`src/rtl/ysyx_22040729_id_ex_stage.sv`:
```
// ID/EX pipeline register with operand forwarding, operand selection and
// load-use bubble insertion in front of the execute-stage ALU.
module ysyx_22040729_id_ex_stage #(
    parameter int DATA_WIDTH = 64,
    parameter int REG_AW     = 5
) (
    input  logic                  clk,
    input  logic                  rst_n,
    input  logic                  flush,

    input  logic                  id_valid,
    output logic                  id_ready,
    input  logic [DATA_WIDTH-1:0] id_pc,
    input  logic [REG_AW-1:0]     id_rs1,
    input  logic [REG_AW-1:0]     id_rs2,
    input  logic [DATA_WIDTH-1:0] id_rs1_data,
    input  logic [DATA_WIDTH-1:0] id_rs2_data,
    input  logic [DATA_WIDTH-1:0] id_imm,
    input  logic                  id_src1_pc,
    input  logic                  id_src2_imm,
    input  logic [REG_AW-1:0]     id_rd,
    input  logic                  id_rd_wen,
    input  logic                  id_is_load,
    input  logic [2:0]            id_func3,
    input  logic [6:0]            id_func7,
    input  logic [1:0]            id_model,
    input  logic                  id_len_dw,

    input  logic                  ex_ready,
    output logic                  ex_valid,
    output logic [DATA_WIDTH-1:0] ex_src1,
    output logic [DATA_WIDTH-1:0] ex_src2,
    output logic [DATA_WIDTH-1:0] ex_store_data,
    output logic [2:0]            ex_func3,
    output logic [6:0]            ex_func7,
    output logic [1:0]            ex_model,
    output logic                  ex_len_dw,
    output logic [DATA_WIDTH-1:0] ex_pc,
    output logic [REG_AW-1:0]     ex_rd,
    output logic                  ex_rd_wen,
    output logic                  ex_is_load,
    input  logic [DATA_WIDTH-1:0] ex_result,

    input  logic                  mem_valid,
    input  logic [REG_AW-1:0]     mem_rd,
    input  logic                  mem_rd_wen,
    input  logic [DATA_WIDTH-1:0] mem_result
);

    typedef enum logic {
        EMPTY = 1'b0,
        FULL  = 1'b1
    } state_t;

    state_t state, state_nxt;

    logic                  rs1_ex_hit, rs1_mem_hit, rs2_ex_hit, rs2_mem_hit;
    logic [DATA_WIDTH-1:0] fwd_rs1, fwd_rs2;
    logic                  ex_can_fwd, ex_load_pending, hazard;
    logic                  slot_free, capture;

    assign ex_valid = (state == FULL);

    // A load in EX has no result yet, so it is never a forwarding source.
    assign ex_can_fwd  = ex_valid && ex_rd_wen && !ex_is_load;
    assign rs1_ex_hit  = ex_can_fwd && (ex_rd == id_rs1) && (id_rs1 != '0);
    assign rs2_ex_hit  = ex_can_fwd && (ex_rd == id_rs2) && (id_rs2 != '0);
    assign rs1_mem_hit = mem_valid && mem_rd_wen && (mem_rd == id_rs1) && (id_rs1 != '0);
    assign rs2_mem_hit = mem_valid && mem_rd_wen && (mem_rd == id_rs2) && (id_rs2 != '0);

    always_comb begin
        fwd_rs1 = id_rs1_data;
        if (rs1_ex_hit)       fwd_rs1 = ex_result;
        else if (rs1_mem_hit) fwd_rs1 = mem_result;
    end

    always_comb begin
        fwd_rs2 = id_rs2_data;
        if (rs2_ex_hit)       fwd_rs2 = ex_result;
        else if (rs2_mem_hit) fwd_rs2 = mem_result;
    end

    // rs2 is always checked because store data needs it even with an immediate src2.
    assign ex_load_pending = ex_valid && ex_is_load && ex_rd_wen && (ex_rd != '0);
    assign hazard = ex_load_pending &&
                    ((!id_src1_pc && (ex_rd == id_rs1)) || (ex_rd == id_rs2));

    assign slot_free = !ex_valid || ex_ready;
    assign id_ready  = slot_free && !hazard && !flush;
    assign capture   = id_valid && id_ready;

    always_ff @(posedge clk or negedge rst_n) begin
        if (!rst_n) state <= EMPTY;
        else        state <= state_nxt;
    end

    always_comb begin
        state_nxt = state;
        if (flush)          state_nxt = EMPTY;
        else if (capture)   state_nxt = FULL;
        else if (slot_free) state_nxt = EMPTY;
    end

    always_ff @(posedge clk or negedge rst_n) begin
        if (!rst_n) begin
            ex_src1       <= '0;
            ex_src2       <= '0;
            ex_store_data <= '0;
            ex_func3      <= '0;
            ex_func7      <= '0;
            ex_model      <= '0;
            ex_len_dw     <= 1'b0;
            ex_pc         <= '0;
            ex_rd         <= '0;
            ex_rd_wen     <= 1'b0;
            ex_is_load    <= 1'b0;
        end else if (capture) begin
            ex_src1       <= id_src1_pc  ? id_pc  : fwd_rs1;
            ex_src2       <= id_src2_imm ? id_imm : fwd_rs2;
            ex_store_data <= fwd_rs2;
            ex_func3      <= id_func3;
            ex_func7      <= id_func7;
            ex_model      <= id_model;
            ex_len_dw     <= id_len_dw;
            ex_pc         <= id_pc;
            ex_rd         <= id_rd;
            ex_rd_wen     <= id_rd_wen;
            ex_is_load    <= id_is_load;
        end
    end

endmodule

```
`config.mk`:
```
export PLATFORM = sky130hd
export DESIGN_NAME = ysyx_22040729_id_ex_stage
export DESIGN_NICKNAME = d
export VERILOG_FILES = /design/src/rtl/ysyx_22040729_id_ex_stage.sv
export SDC_FILE = /design/constraint.sdc
export NUM_CORES = 1
export LEC_CHECK = 0
export CORE_AREA = 2 2 272 274
export CTS_CLUSTER_SIZE = 24
export DETAILED_ROUTE_END_ITERATION = 12
export DIE_AREA = 0 0 274 276
export PLACE_DENSITY = 0.47
export SLEW_MARGIN = 30
export SYNTH_ARGS = -nofsm -noshare
export SYNTH_HDL_FRONTEND = slang
export SYNTH_SLANG_ARGS = --single-unit
export TNS_END_PERCENT = 1
```
`constraint.sdc`:
```
create_clock -name clk -period 4.12 [get_ports clk]
set_input_delay 0.618 -clock clk [delete_from_list [all_inputs] [get_ports clk]]
set_output_delay 0.618 -clock clk [all_outputs]
set_load 0.01 [all_outputs]
```
* Word level (Yosys, flattened, before mapping)
Cells that the tools add are included.
Operators by class: multiplexer cells 9, eq/ne operators 4, reduce and logical (&&, ||, !) cells 30
Operators with widths (number):
- two-way mux 64 bit | 6
- equality test 5 bit | 4
- logical AND 1 bit | 19
- nonzero test 5 bit | 3
- zero test 1 bit | 5
- two-way mux 1 bit | 3
- nonzero test 3 bit | 1
- logical OR 1 bit | 2
Word-level totals: register bits 277, bits of input ports 428, output and inout port bits 278

* Depth between registers and ports, before layout
Gate-level depths: netlist of run 1.
depth in word-level cells 10, mapped depth 8, mapped depth without buffers 5

* Least setup slack after synthesis of run 1
No wires, ideal clock.
path kind input to output, start point in id_rs1[3], end point out id_ready, stages on the path 6, setup slack 1686 ps, data arrival time 1816 ps, cell sequence xor2_1 -> nor4_2 -> a22o_1 -> and2_1 -> clkbuf_1 -> nor3_1
Between the ends: cells in the longest elaborated chain, start to end 7
RTL lines:
- start, declared | line 14 | input logic [REG_AW-1:0] id_rs1,
- equality test 5 bit | line 86 | ((!id_src1_pc && (ex_rd == id_rs1)) || (ex_rd == id_rs2));
- logical AND 1 bit | line 86
- logical OR 1 bit | line 86
- logical AND 1 bit | line 85 | assign hazard = ex_load_pending &&
- zero test 1 bit | line 89 | assign id_ready = slot_free && !hazard && !flush;
- logical AND 1 bit (2 in series) | line 89
- end, declared | line 12 | output logic id_ready,
No other way between the ends.

* Final worst setup path of run 1
start point in id_rs1[0], end point out id_ready
Same word-level chain as after synthesis.

==> impl_metrics.prom, run 1 <==
# TYPE chip_impl_metric gauge
chip_impl_metric{name="min_period",unit="ps"} 3615
chip_impl_metric{name="cts_hold_buffers",unit=""} 0
chip_impl_metric{name="ys_ff_latch",unit=""} 277
chip_impl_metric{name="pre_cts_ws",unit="ps"} 542.6
chip_impl_metric{name="nNetsFinal",unit=""} 2920
chip_impl_metric{name="grt_antenna_before_repair",unit=""} 24
chip_impl_metric{name="floorplan.initialDensity",unit="%"} 23.54
chip_impl_metric{name="htreeDepth",unit=""} 2
chip_impl_metric{name="worst_slew_pin_slew",unit="ps"} 1026
chip_impl_info{name="hp-class",value="input pin to async pin"} 1
chip_impl_metric{name="fin_worst_skew",unit="ps"} 14.65
chip_impl_info{name="cp_common_cell",value="sky130_fd_sc_hd__clkdlybuf4s50_1"} 1
chip_impl_info{name="startpoint_type",value="input pin"} 1
chip_impl_metric{name="cellPowerDensity",unit="mW/mm²"} 391.1
chip_impl_metric{name="finalMaxSlewViolations",unit=""} 0
chip_impl_info{name="layout.cells.most_common_list",value="sky130_fd_sc_hd__clkdlybuf4s50_1 (702), sky130_fd_sc_hd__dfrtp_1 (277), sky130_fd_sc_hd__inv_1 (225)"} 1
chip_impl_metric{name="fin_hold_ws",unit="ps"} 153.9
chip_impl_metric{name="input_output_buffers",unit=""} 705
chip_impl_metric{name="worst_case_headroom_to_the_max_slew_limit",unit="%"} 30.54
chip_impl_info{name="status",value="complete, no violations"} 1
chip_impl_metric{name="worst_ir_drop_vdd",unit="mV"} 0.3002
chip_impl_metric{name="synth_cell_types",unit=""} 49
chip_impl_metric{name="layout_cell_share_with_drive_strength_beyond_1",unit="%"} 10.08
chip_impl_metric{name="leakagePower",unit="nW"} 10.40
chip_impl_metric{name="max_freq",unit="MHz"} 276.7
chip_impl_metric{name="max_cap_viol_count",unit=""} 0
chip_impl_metric{name="final_antenna_net_count",unit=""} 0
chip_impl_metric{name="placedCellCount",unit=""} 3410
chip_impl_info{name="slowest_stage",value="sky130_fd_sc_hd__clkdlybuf4s50_1"} 1
chip_impl_metric{name="vias_per_cell",unit=""} 5.573
chip_impl_metric{name="critical_path_required",unit="ps"} 3500
chip_impl_info{name="netlist.top_cell.by_area",value="sky130_fd_sc_hd__dfrtp_1"} 1
chip_impl_info{name="cts-root-buf",value="sky130_fd_sc_hd__clkbuf_16"} 1
chip_impl_metric{name="cpPeakStageDelay",unit="ps"} 690
chip_impl_metric{name="cts_setup_buffers",unit=""} 0
chip_impl_metric{name="timing.critical_path.fanout_max",unit=""} 5
chip_impl_metric{name="hpwl",unit="mm"} 74.70
chip_impl_metric{name="routed_wire_length_per_instance",unit="µm"} 29.65
chip_impl_metric{name="worst-endpoint-arrival",unit="ps"} 3000
chip_impl_metric{name="drt_iter0_drc",unit=""} 2042
chip_impl_info{name="clock_tree_from_tritoncts",value="built"} 1
chip_impl_metric{name="ys.warnings.count",unit=""} 0
chip_impl_metric{name="final_util",unit="%"} 36.83
chip_impl_info{name="cp_cell_sequence",value="clkdlybuf4s50_1 > xor2_1 > nor4_4 > a22o_1 > and2_4 > nor3_1 > clkdlybuf4s50_1"} 1
chip_impl_metric{name="number_of_gates_given_a_new_drive_strength_after_cts",unit=""} 0
chip_impl_metric{name="dpl-instance-area",unit="mm²"} 0.02538
chip_impl_info{name="postSynth.topFlopCell",value="sky130_fd_sc_hd__dfrtp_1"} 1
chip_impl_metric{name="dieWidth",unit="µm"} 274
chip_impl_metric{name="grt_usage",unit="%"} 26.33
chip_impl_metric{name="netlist.area_leader.share",unit="%"} 40.56
chip_impl_metric{name="grt_start_max_net_pins",unit=""} 94
chip_impl_metric{name="final_total_pwr",unit="mW"} 10.46
chip_impl_metric{name="cts_buffer_depth",unit=""} 3
chip_impl_metric{name="clock_sinks",unit=""} 277
chip_impl_metric{name="finish.cell_count_without_fillers",unit=""} 3495
chip_impl_metric{name="nFillCells",unit=""} 7482
chip_impl_metric{name="remaining_drc_errors",unit=""} 0
chip_impl_metric{name="finalSetupViolations",unit=""} 0
chip_impl_metric{name="syn_inst",unit=""} 1892
chip_impl_metric{name="first_global_vias",unit=""} 19796
chip_impl_metric{name="die_area",unit="mm²"} 0.07562
chip_impl_metric{name="cts_inserted_buffers",unit=""} 39
chip_impl_metric{name="async_reset_ff_share",unit="%"} 100.0
chip_impl_metric{name="synth.yosys.seq_area_share",unit="%"} 40.56
chip_impl_metric{name="layout_setup_ws",unit="ps"} 505.5
chip_impl_metric{name="row_count",unit=""} 99
chip_impl_metric{name="wirelength",unit="mm"} 103.6
chip_impl_metric{name="grt_overflow_total",unit=""} 0
chip_impl_metric{name="finalCritPeriodShare",unit="%"} 87.73
chip_impl_metric{name="finalWeightedCongestion",unit=""} 0.9083
chip_impl_info{name="grt_setup_unrepaired",value="false"} 1
chip_impl_metric{name="insertion_delay",unit="ps"} 560
chip_impl_info{name="critical-path-top-delay-family",value="buffers and inverters"} 1
chip_impl_metric{name="global_route_wire_length_before_repair",unit="mm"} 147.0
chip_impl_metric{name="mappedNetlistNets",unit=""} 2320
chip_impl_info{name="critPathKind",value="input pin to output port"} 1
chip_impl_metric{name="number_of_enable_type_register_cells_in_the_synthesized_netlist",unit=""} 0
chip_impl_metric{name="final-hold-violation-count",unit=""} 0
chip_impl_metric{name="detailroute.via_count",unit=""} 19476
chip_impl_metric{name="syn_to_final_growth",unit="%"} 56.45
chip_impl_metric{name="netlist_area",unit="mm²"} 0.01709
chip_impl_metric{name="fin_area",unit="mm²"} 0.02674
chip_impl_metric{name="postSynthAreaPerCell",unit="µm²"} 9.033
chip_impl_info{name="cp-end-kind",value="output port"} 1
chip_impl_info{name="synth.top_cells.by_area",value="sky130_fd_sc_hd__dfrtp_1 (41%), sky130_fd_sc_hd__mux2_1 (5.9%), sky130_fd_sc_hd__nand3_1 (5.7%), sky130_fd_sc_hd__inv_1 (4.9%), sky130_fd_sc_hd__o32a_1 (3.7%)"} 1
chip_impl_metric{name="cp.buffers_inverters",unit=""} 2
chip_impl_metric{name="timing.reg2reg.setup_slack",unit="ps"} 1220
chip_impl_metric{name="clkTransAtPathRegs",unit="ps"} 50
chip_impl_metric{name="drt-pass1-iter-count",unit=""} 5
chip_impl_metric{name="fin_tns_setup",unit="ps"} 0
chip_impl_metric{name="die_y",unit="µm"} 276
chip_impl_metric{name="floorplan.core_area",unit="mm²"} 0.07259
chip_impl_info{name="final_common_cell",value="sky130_fd_sc_hd__clkdlybuf4s50_1"} 1
chip_impl_metric{name="boundaryPins",unit=""} 706
[final cells by class]
| cell class | count | area, µm² | area share [%] |
|---|---|---|---|
| diodes | 15 | 37.54 | 0.1404 |
| clock buffers | 57 | 1176 | 4.399 |
| clock inverters | 13 | 147.6 | 0.5522 |
| inverters | 227 | 854.6 | 3.196 |
| multi-input cells | 1170 | 8526 | 31.89 |
| flip-flops and latches | 277 | 6932 | 25.93 |
| well taps | 959 | 1200 | 4.488 |
| repair buffers | 777 | 7864 | 29.41 |
[power by group]
part | internal, mW | switching, mW
sequential | 3.20 | 0.314
combinational | 1.71 | 1.66
clock | 2.16 | 1.41
total | 7.08 | 3.38
[path summary, 6_finish.rpt]
check                         endpoint  cells after the start        start
min                          ex_pc[61]                      1        rst_n
max in group asynchronous    ex_pc[47]                      2        rst_n
min in group clk           ex_func3[1]                      1  ex_func3[1]
min reg2reg                ex_func3[1]                      1  ex_func3[1]
max                           id_ready                      7    id_rs1[0]
max reg2reg                ex_src2[30]                      6     ex_rd[4]
[layer usage]
metal  GRT usage [%]  wire length (µm)
met1           33.87             41780
met3           7.122              9876
met4           8.055              2968
met5               0                85
met2           42.78             48910
[cell usage after synthesis, types with 3 or more instances]
master and count:
sky130_fd_sc_hd__a21oi_1 67, sky130_fd_sc_hd__nand2_1 130, sky130_fd_sc_hd__xor2_1 10, sky130_fd_sc_hd__a32oi_1 64, sky130_fd_sc_hd__xnor2_1 8, sky130_fd_sc_hd__o311ai_0 60
sky130_fd_sc_hd__a31oi_1 64, sky130_fd_sc_hd__clkbuf_1 137, sky130_fd_sc_hd__nor4_1 66, sky130_fd_sc_hd__mux2i_1 31, sky130_fd_sc_hd__o31a_1 33, sky130_fd_sc_hd__o32a_1 64
sky130_fd_sc_hd__buf_4 7, sky130_fd_sc_hd__inv_1 225, sky130_fd_sc_hd__buf_1 21, sky130_fd_sc_hd__nor2_1 4, sky130_fd_sc_hd__buf_2 48, sky130_fd_sc_hd__mux2_1 89
sky130_fd_sc_hd__nand3b_1 3, sky130_fd_sc_hd__o21ai_1 60, sky130_fd_sc_hd__o311ai_1 4, sky130_fd_sc_hd__a31o_2 64, sky130_fd_sc_hd__dfrtp_1 277, sky130_fd_sc_hd__o21ai_0 5
sky130_fd_sc_hd__a41oi_1 64, sky130_fd_sc_hd__nand2b_1 3, sky130_fd_sc_hd__and2_1 5, sky130_fd_sc_hd__mux2_2 28, sky130_fd_sc_hd__buf_6 5, sky130_fd_sc_hd__nor3_1 4
sky130_fd_sc_hd__nand3_1 194, sky130_fd_sc_hd__o31ai_1 31
[worst reg2reg max path: stages, from the launching register on]
cell and delay [ps]:
sky130_fd_sc_hd__dfrtp_1 490, sky130_fd_sc_hd__xor2_1 210, sky130_fd_sc_hd__nor4_2 350, sky130_fd_sc_hd__and2_4 780
sky130_fd_sc_hd__buf_4 420, sky130_fd_sc_hd__o311ai_0 300, sky130_fd_sc_hd__a32oi_1 270
[logic make-up (layout without fill, tap and decap cells)]
group                  count (synthesis)  after routing  share of synthesized area [%]
AND/OR/NAND/NOR                      416            416                          11.90
buffers and inverters                445           1074                          10.50
other                                  0             15                              0
AO/OA/AOI/OAI                        588            588                          26.59
multiplexers                         148            148                          9.525
flip-flops                           277            277                          40.56
XOR/XNOR                              18             18                         0.9225
[flip-flops by register name (all words and copies together) (netlist names)]
name,cells
ex_func3,3
ex_func7,7
ex_is_load,1
ex_len_dw,1
ex_model,2
ex_pc,64
ex_rd,5
ex_rd_wen,1
ex_src1,64
ex_src2,64
ex_store_data,64
ex_valid,1
(Power assumes the default switching activity.)
==> run 2, diff against run 1 <==
==> constraint.sdc (replaced) <==
create_clock -name clk -period 4.12 [get_ports clk]
set_input_delay 0.618 -clock clk [delete_from_list [all_inputs] [get_ports clk]]
set_output_delay 0.618 -clock clk [all_outputs]
set_load 0.05 [all_outputs]
==> run 2 against run 1 <==
  * Via count is 0.66% lower
  * Cell count hardly changed
  * Global-route usage hardly changed
  * Setup slack better by 190 ps
  * Final area is 0.49% lower
  * Largest power group is now combinational cells
==> impl_metrics.prom, run 2 (synthesis gave the netlist of run 1 again) <==
# TYPE chip_impl_metric gauge
chip_impl_metric{name="cts_inserted_buffers",unit=""} 39
chip_impl_metric{name="input_output_buffers",unit=""} 705
chip_impl_metric{name="multi_input_comb_area",unit="mm²"} 0.008533
chip_impl_info{name="status",value="complete, no violations"} 1
chip_impl_info{name="cp-end-kind",value="output port"} 1
chip_impl_metric{name="die_area",unit="mm²"} 0.07562
chip_impl_metric{name="dieWidth",unit="µm"} 274
chip_impl_metric{name="boundaryPins",unit=""} 706
chip_impl_metric{name="htreeDepth",unit=""} 2
chip_impl_info{name="layout.cells.most_common_list",value="sky130_fd_sc_hd__clkdlybuf4s50_1 (701), sky130_fd_sc_hd__dfrtp_1 (277), sky130_fd_sc_hd__inv_1 (225)"} 1
chip_impl_metric{name="clock_sinks",unit=""} 277
chip_impl_info{name="cp_cell_sequence",value="clkdlybuf4s50_1 > xor2_1 > nor4_4 > a22o_1 > and2_4 > nor3_1 > buf_4"} 1
chip_impl_metric{name="max_cap_viol_count",unit=""} 0
chip_impl_metric{name="timing.critical_path.fanout_max",unit=""} 13
chip_impl_info{name="slowest_stage",value="sky130_fd_sc_hd__clkdlybuf4s50_1"} 1
chip_impl_metric{name="final_antenna_net_count",unit=""} 0
chip_impl_metric{name="cellPowerDensity",unit="mW/mm²"} 439.7
chip_impl_metric{name="syn_to_final_growth",unit="%"} 55.68
chip_impl_metric{name="cts_buffer_depth",unit=""} 3
chip_impl_metric{name="fin_tns_setup",unit="ps"} 0
chip_impl_metric{name="floorplan.initialDensity",unit="%"} 23.54
chip_impl_metric{name="first_global_vias",unit=""} 19793
chip_impl_info{name="final_common_cell",value="sky130_fd_sc_hd__clkdlybuf4s50_1"} 1
chip_impl_metric{name="placedCellCount",unit=""} 3410
chip_impl_metric{name="detailroute.via_count",unit=""} 19348
chip_impl_metric{name="grt_antenna_before_repair",unit=""} 18
chip_impl_info{name="grt_setup_unrepaired",value="false"} 1
chip_impl_metric{name="vias_per_cell",unit=""} 5.539
chip_impl_metric{name="max_freq",unit="MHz"} 292.0
chip_impl_metric{name="wirelength",unit="mm"} 103.6
chip_impl_info{name="cts-root-buf",value="sky130_fd_sc_hd__clkbuf_16"} 1
chip_impl_metric{name="layout_cell_share_with_drive_strength_beyond_1",unit="%"} 9.845
chip_impl_metric{name="cpPeakStageDelay",unit="ps"} 700
chip_impl_metric{name="hpwl",unit="mm"} 75.90
chip_impl_metric{name="cts_setup_buffers",unit=""} 0
chip_impl_metric{name="routed_wire_length_per_instance",unit="µm"} 29.67
chip_impl_metric{name="finalMaxSlewViolations",unit=""} 0
chip_impl_metric{name="insertion_delay",unit="ps"} 560
chip_impl_metric{name="worst_slew_pin_slew",unit="ps"} 1107
chip_impl_metric{name="finalCritPeriodShare",unit="%"} 83.13
chip_impl_metric{name="finalWeightedCongestion",unit=""} 0.9035
chip_impl_metric{name="finish.cell_count_without_fillers",unit=""} 3493
chip_impl_metric{name="leakagePower",unit="nW"} 10.34
chip_impl_metric{name="worst_ir_drop_vdd",unit="mV"} 0.2972
chip_impl_info{name="clock_tree_from_tritoncts",value="built"} 1
chip_impl_metric{name="global_route_wire_length_before_repair",unit="mm"} 147.0
chip_impl_metric{name="fin_worst_skew",unit="ps"} 15.69
chip_impl_metric{name="nFillCells",unit=""} 7414
chip_impl_metric{name="pre_cts_ws",unit="ps"} 390.1
chip_impl_metric{name="worst-endpoint-arrival",unit="ps"} 2810
chip_impl_info{name="hp-class",value="flip-flop to flip-flop"} 1
chip_impl_metric{name="drt-pass1-iter-count",unit=""} 6
chip_impl_metric{name="worst_r2r_path_depth",unit=""} 6
chip_impl_metric{name="nNetsFinal",unit=""} 2921
chip_impl_metric{name="layout_setup_ws",unit="ps"} 694.9
chip_impl_metric{name="grt_start_max_net_pins",unit=""} 75
chip_impl_metric{name="critical_path_required",unit="ps"} 3500
chip_impl_info{name="critPathKind",value="input pin to output port"} 1
chip_impl_metric{name="drt_iter0_drc",unit=""} 1931
chip_impl_metric{name="worst_case_headroom_to_the_max_slew_limit",unit="%"} 26.21
chip_impl_metric{name="floorplan.core_area",unit="mm²"} 0.07259
chip_impl_metric{name="seq_area",unit="mm²"} 0.006932
chip_impl_metric{name="min_period",unit="ps"} 3425
chip_impl_metric{name="final-hold-violation-count",unit=""} 0
chip_impl_metric{name="row_count",unit=""} 99
chip_impl_metric{name="hold_depth",unit=""} 1
chip_impl_metric{name="remaining_drc_errors",unit=""} 0
chip_impl_info{name="startpoint_type",value="input pin"} 1
chip_impl_metric{name="die_y",unit="µm"} 276
chip_impl_metric{name="timing.reg2reg.setup_slack",unit="ps"} 1250
chip_impl_metric{name="clkTransAtPathRegs",unit="ps"} 50
chip_impl_metric{name="grt_usage",unit="%"} 26.35
chip_impl_metric{name="grt_overflow_total",unit=""} 0
chip_impl_metric{name="finalSetupViolations",unit=""} 0
==> run 2: per-stage QoR <==
stage	hold WS (ps)	power (mW)	utilization, %	area [µm²]
after floorplan	322.4	6.200	-	17090
final	485.5	11.70	36.65	26610
after global routing	502.0	12.10	36.65	26600
after global placement	468.7	8.389	34.89	25330
after detailed placement	478.7	8.412	34.93	25350
after CTS	490.2	11.77	36.59	26560
==> run 2: power breakdown <==
group          internal, mW  switching [mW]  total [mW]  leakage (nW)
sequential             3.20           0.316        3.52          3.17
clock                  1.93            1.38        3.31         0.588
combinational          1.70            3.17        4.87          6.58
==> run 2: area by class of cell <==
type | count | area share (%)
Multi-Input combinational cell | 1170 | 32.07
Timing Repair Buffer | 778 | 29.52
Sequential cell | 277 | 26.05
Tap cell | 959 | 4.510
Clock buffer | 58 | 4.200
Inverter | 227 | 3.203
Clock inverter | 9 | 0.3010
Antenna cell | 15 | 0.1411
==> run 2: repair_timing <==
| action | CTS | global route |
|---|---|---|
| hold buffers | 1 | 0 |
| hold endpoints to repair | 19 | 0 |
| gates resized for setup | 0 | 0 |
==> run 2: per-layer routing <==
metal / up-vias / track usage [%] / part of all wire [%]
met2: 1066 / 42.86 / 47
met4: 6 / 8.027 / 2.8
met1: 9778 / 33.91 / 41
li1: 8338 / - / -
met3: 160 / 7.078 / 9.2
met5: - / 0 / 0.042
==> run 2: final timing paths <==
kind | from | endpoint
hold reg to reg | ex_func3[1] | ex_func3[1]
setup / recovery | id_rs1[0] | id_ready
min in group asynchronous | rst_n | ex_pc[61]
setup reg to reg | ex_rd[4] | ex_src2[38]
max in group asynchronous | rst_n | ex_pc[11]
hold / removal | ex_func3[1] | ex_func3[1]
==> run 2: worst max-delay path: cells and delay by family <==
family / cells / cell delay [ps]
simple gates: 3 / 740
compound gates: 1 / 370
xor+xnor: 1 / 180
buf+inv: 2 / 900
==> run 3, diff against run 2 <==
--- a/config.mk
+++ b/config.mk
@@ -9,7 +9,7 @@
 export CTS_CLUSTER_SIZE = 24
 export DETAILED_ROUTE_END_ITERATION = 12
 export DIE_AREA = 0 0 274 276
-export PLACE_DENSITY = 0.47
+export PLACE_DENSITY = 0.49
 export SLEW_MARGIN = 30
 export SYNTH_ARGS = -nofsm -noshare
 export SYNTH_HDL_FRONTEND = slang
==> constraint.sdc (replaced) <==
create_clock -name clk -period 2.9 [get_ports clk]
set_input_delay 0.435 -clock clk [delete_from_list [all_inputs] [get_ports clk]]
set_output_delay 0.435 -clock clk [all_outputs]
set_load 0.05 [all_outputs]
==> run 3 against run 2 <==
  * Critical path depth fell by 1
  * Register-to-register slack got worse by 940 ps
  * Total power rose by 45%
  * Utilization rose by 1.4 points
  * Die area did not move
  * Final area rose by 3.8%
  * Combinational power rose by 46%
  * Highest routed layer unchanged
  * Sequential share of layout area fell by 0.95 points
  * Hold slack got worse by 190 ps
==> impl_metrics.prom, run 3 (synthesis gave the netlist of run 1 again) <==
# TYPE chip_impl_metric gauge
chip_impl_metric{name="seq_area",unit="mm²"} 0.006932
chip_impl_info{name="critPathKind",value="flip-flop to output port"} 1
chip_impl_metric{name="timing.critical_path.fanout_max",unit=""} 5
chip_impl_metric{name="floorplan.core_area",unit="mm²"} 0.07259
chip_impl_metric{name="finalCritPeriodShare",unit="%"} 95.49
chip_impl_metric{name="nFillCells",unit=""} 7387
chip_impl_metric{name="pre_cts_ws",unit="ps"} -291.4
chip_impl_metric{name="syn_to_final_growth",unit="%"} 61.59
chip_impl_info{name="status",value="complete, no violations"} 1
chip_impl_metric{name="netSwitchingFraction",unit="%"} 41.41
chip_impl_metric{name="finalSetupViolations",unit=""} 0
chip_impl_metric{name="multi_input_comb_area",unit="mm²"} 0.008543
chip_impl_metric{name="clkPwrFrac",unit="%"} 28.4
chip_impl_metric{name="fin_area",unit="mm²"} 0.02762
chip_impl_metric{name="cellPowerDensity",unit="mW/mm²"} 612.5
chip_impl_metric{name="boundaryPins",unit=""} 706
chip_impl_metric{name="cts_inserted_buffers",unit=""} 38
chip_impl_metric{name="layout_setup_ws",unit="ps"} 130.7
chip_impl_info{name="final_common_cell",value="sky130_fd_sc_hd__clkdlybuf4s50_1"} 1
chip_impl_metric{name="power.share.combinational",unit="%"} 41.9
chip_impl_info{name="hp-class",value="input pin to flip-flop"} 1
chip_impl_metric{name="grt_overflow_total",unit=""} 0
chip_impl_metric{name="grt_antenna_before_repair",unit=""} 26
chip_impl_metric{name="p_switching",unit="mW"} 7.004
chip_impl_metric{name="fin_tns_setup",unit="ps"} 0
chip_impl_metric{name="input_output_buffers",unit=""} 705
chip_impl_metric{name="finalWeightedCongestion",unit=""} 0.9363
chip_impl_info{name="r2r_end",value="ex_src2[38]"} 1
chip_impl_metric{name="grt_start_max_net_pins",unit=""} 68
chip_impl_metric{name="global_route_wire_length_before_repair",unit="mm"} 147.2
chip_impl_metric{name="fin_worst_skew",unit="ps"} 25.45
chip_impl_metric{name="worst_case_headroom_to_the_max_slew_limit",unit="%"} 39.26
chip_impl_info{name="reg2reg_start",value="ex_is_load"} 1
chip_impl_metric{name="final-hold-violation-count",unit=""} 0
chip_impl_metric{name="detailroute.via_count",unit=""} 19786
chip_impl_info{name="clock_tree_from_tritoncts",value="built"} 1
chip_impl_metric{name="critical_path_required",unit="ps"} 2470
chip_impl_metric{name="final_total_pwr",unit="mW"} 16.91
chip_impl_info{name="grt_setup_unrepaired",value="false"} 1
chip_impl_metric{name="nNetsFinal",unit=""} 3001
chip_impl_metric{name="internal-power",unit="mW"} 9.909
chip_impl_metric{name="worst_slew_pin_slew",unit="ps"} 896.9
chip_impl_metric{name="routed_wire_length_per_instance",unit="µm"} 28.69
chip_impl_metric{name="insertion_delay",unit="ps"} 570
chip_impl_metric{name="max_freq",unit="MHz"} 361.1
chip_impl_metric{name="floorplan.initialDensity",unit="%"} 23.54
chip_impl_metric{name="layout_cell_share_with_drive_strength_beyond_1",unit="%"} 12.81
chip_impl_info{name="worst_setup_path_startpoint",value="ex_rd[3]"} 1
chip_impl_metric{name="die_area",unit="mm²"} 0.07562
chip_impl_metric{name="timing.reg2reg.setup_slack",unit="ps"} 310
chip_impl_metric{name="dieWidth",unit="µm"} 274
chip_impl_metric{name="drt_iter0_drc",unit=""} 1906
chip_impl_metric{name="grt_usage",unit="%"} 26.29
chip_impl_info{name="layout.cells.most_common_list",value="sky130_fd_sc_hd__clkdlybuf4s50_1 (701), sky130_fd_sc_hd__dfrtp_1 (277), sky130_fd_sc_hd__inv_1 (225)"} 1
chip_impl_metric{name="wirelength",unit="mm"} 102.7
chip_impl_metric{name="cpPeakStageDelay",unit="ps"} 510
chip_impl_info{name="startpoint_type",value="flip-flop"} 1
chip_impl_metric{name="worst-endpoint-arrival",unit="ps"} 2330
chip_impl_metric{name="cts_buffer_depth",unit=""} 3
chip_impl_metric{name="finalMaxSlewViolations",unit=""} 0
chip_impl_info{name="cp-end-kind",value="output port"} 1
chip_impl_metric{name="drt-pass1-iter-count",unit=""} 6
chip_impl_metric{name="worst_ir_drop_vdd",unit="mV"} 0.5398
chip_impl_metric{name="row_count",unit=""} 99
chip_impl_metric{name="final_antenna_net_count",unit=""} 0
chip_impl_metric{name="hpwl",unit="mm"} 76.34
chip_impl_info{name="crit_path_end",value="id_ready"} 1
chip_impl_metric{name="die_y",unit="µm"} 276
chip_impl_info{name="worstHoldStart",value="id_src1_pc"} 1
chip_impl_metric{name="htreeDepth",unit=""} 2
chip_impl_metric{name="clock_sinks",unit=""} 277
chip_impl_info{name="cp_cell_sequence",value="xor2_2 > nor3_1 > a22o_1 > and2_4 > nor3_2 > buf_4"} 1
chip_impl_metric{name="clkTransAtPathRegs",unit="ps"} 60
chip_impl_metric{name="leakagePower",unit="nW"} 10.87
chip_impl_info{name="slowest_stage",value="sky130_fd_sc_hd__dfrtp_1"} 1
chip_impl_metric{name="dpl-instance-area",unit="mm²"} 0.02630
chip_impl_metric{name="max_cap_viol_count",unit=""} 0
chip_impl_metric{name="remaining_drc_errors",unit=""} 0
chip_impl_info{name="cts-root-buf",value="sky130_fd_sc_hd__clkbuf_16"} 1
chip_impl_metric{name="worst_r2r_path_depth",unit=""} 7
chip_impl_metric{name="seq_power_share",unit="%"} 29.6
chip_impl_metric{name="min_period",unit="ps"} 2769
chip_impl_metric{name="first_global_vias",unit=""} 20243
chip_impl_metric{name="vias_per_cell",unit=""} 5.530
==> run 3: stage by stage <==
step	util, %	hold slack [ps]	std cells
floorplan	-	139.4	1892
global route	38.04	327.5	3578
global placement	36.22	466.4	3490
CTS	37.98	270.8	3558
detailed placement	36.23	469.0	3490
finish	38.04	298.1	3578
==> run 3: per-layer routing <==
layer	routed length, µm	global-route usage [%]	part of all wire (%)	vias to the layer above
met5	57	0	0.056	-
met4	3736	9.978	3.6	10
met3	8774	5.862	8.5	190
met2	48290	42.94	47	1125
met1	41810	33.66	41	9945
li1	-	-	-	8516
==> run 3: how the worst min path moves through the flow <==
stage                  endpoint  cells after the start
finish               ex_src1[2]                      4
floorplan           ex_func3[0]                      0
CTS                  ex_src1[2]                      4
global placement    ex_func3[2]                      1
detailed placement  ex_func3[2]                      1
global route         ex_src1[9]                      4
==> run 3: cell type report <==
cell class / instances / area share (%)
clock buffer: 58 / 4.114
tap: 959 / 4.345
timing repair buffer: 859 / 31.84
sequential: 277 / 25.10
multi-input combinational: 1170 / 30.94
inverter: 227 / 3.090
antenna: 20 / 0.1812
clock inverter: 8 / 0.3942
==> run 3: power by group through the flow <==
stage          Clock (mW)  Sequential [mW]  Combinational [mW]
6_report             4.81             5.01                7.09
5_1_grt              5.06             5.08                7.36
4_1_cts              4.92             5.00                7.11
3_5_place_dp            0             5.05                7.08
3_3_place_gp            0             5.04                7.07
2_1_floorplan           0             7.39                1.42
==> run 3: what timing repair did <==
| item | in CTS | in global routing |
|---|---|---|
| endpoints found under the setup margin | 1 | 0 |
| buffers inserted | 1 | 0 |
| resized for setup | 1 | 0 |
| hold endpoints to repair | 60 | 0 |
| hold buffers | 1 | 0 |
==> run 3: critical path, delay by kind of cell (launching register included) <==
family	cells	cell delay, ps
buffers and inverters	1	220
AND/OR/NAND/NOR	3	420
XOR/XNOR	1	320
flip-flops	1	510
AO/OA/AOI/OAI	1	320
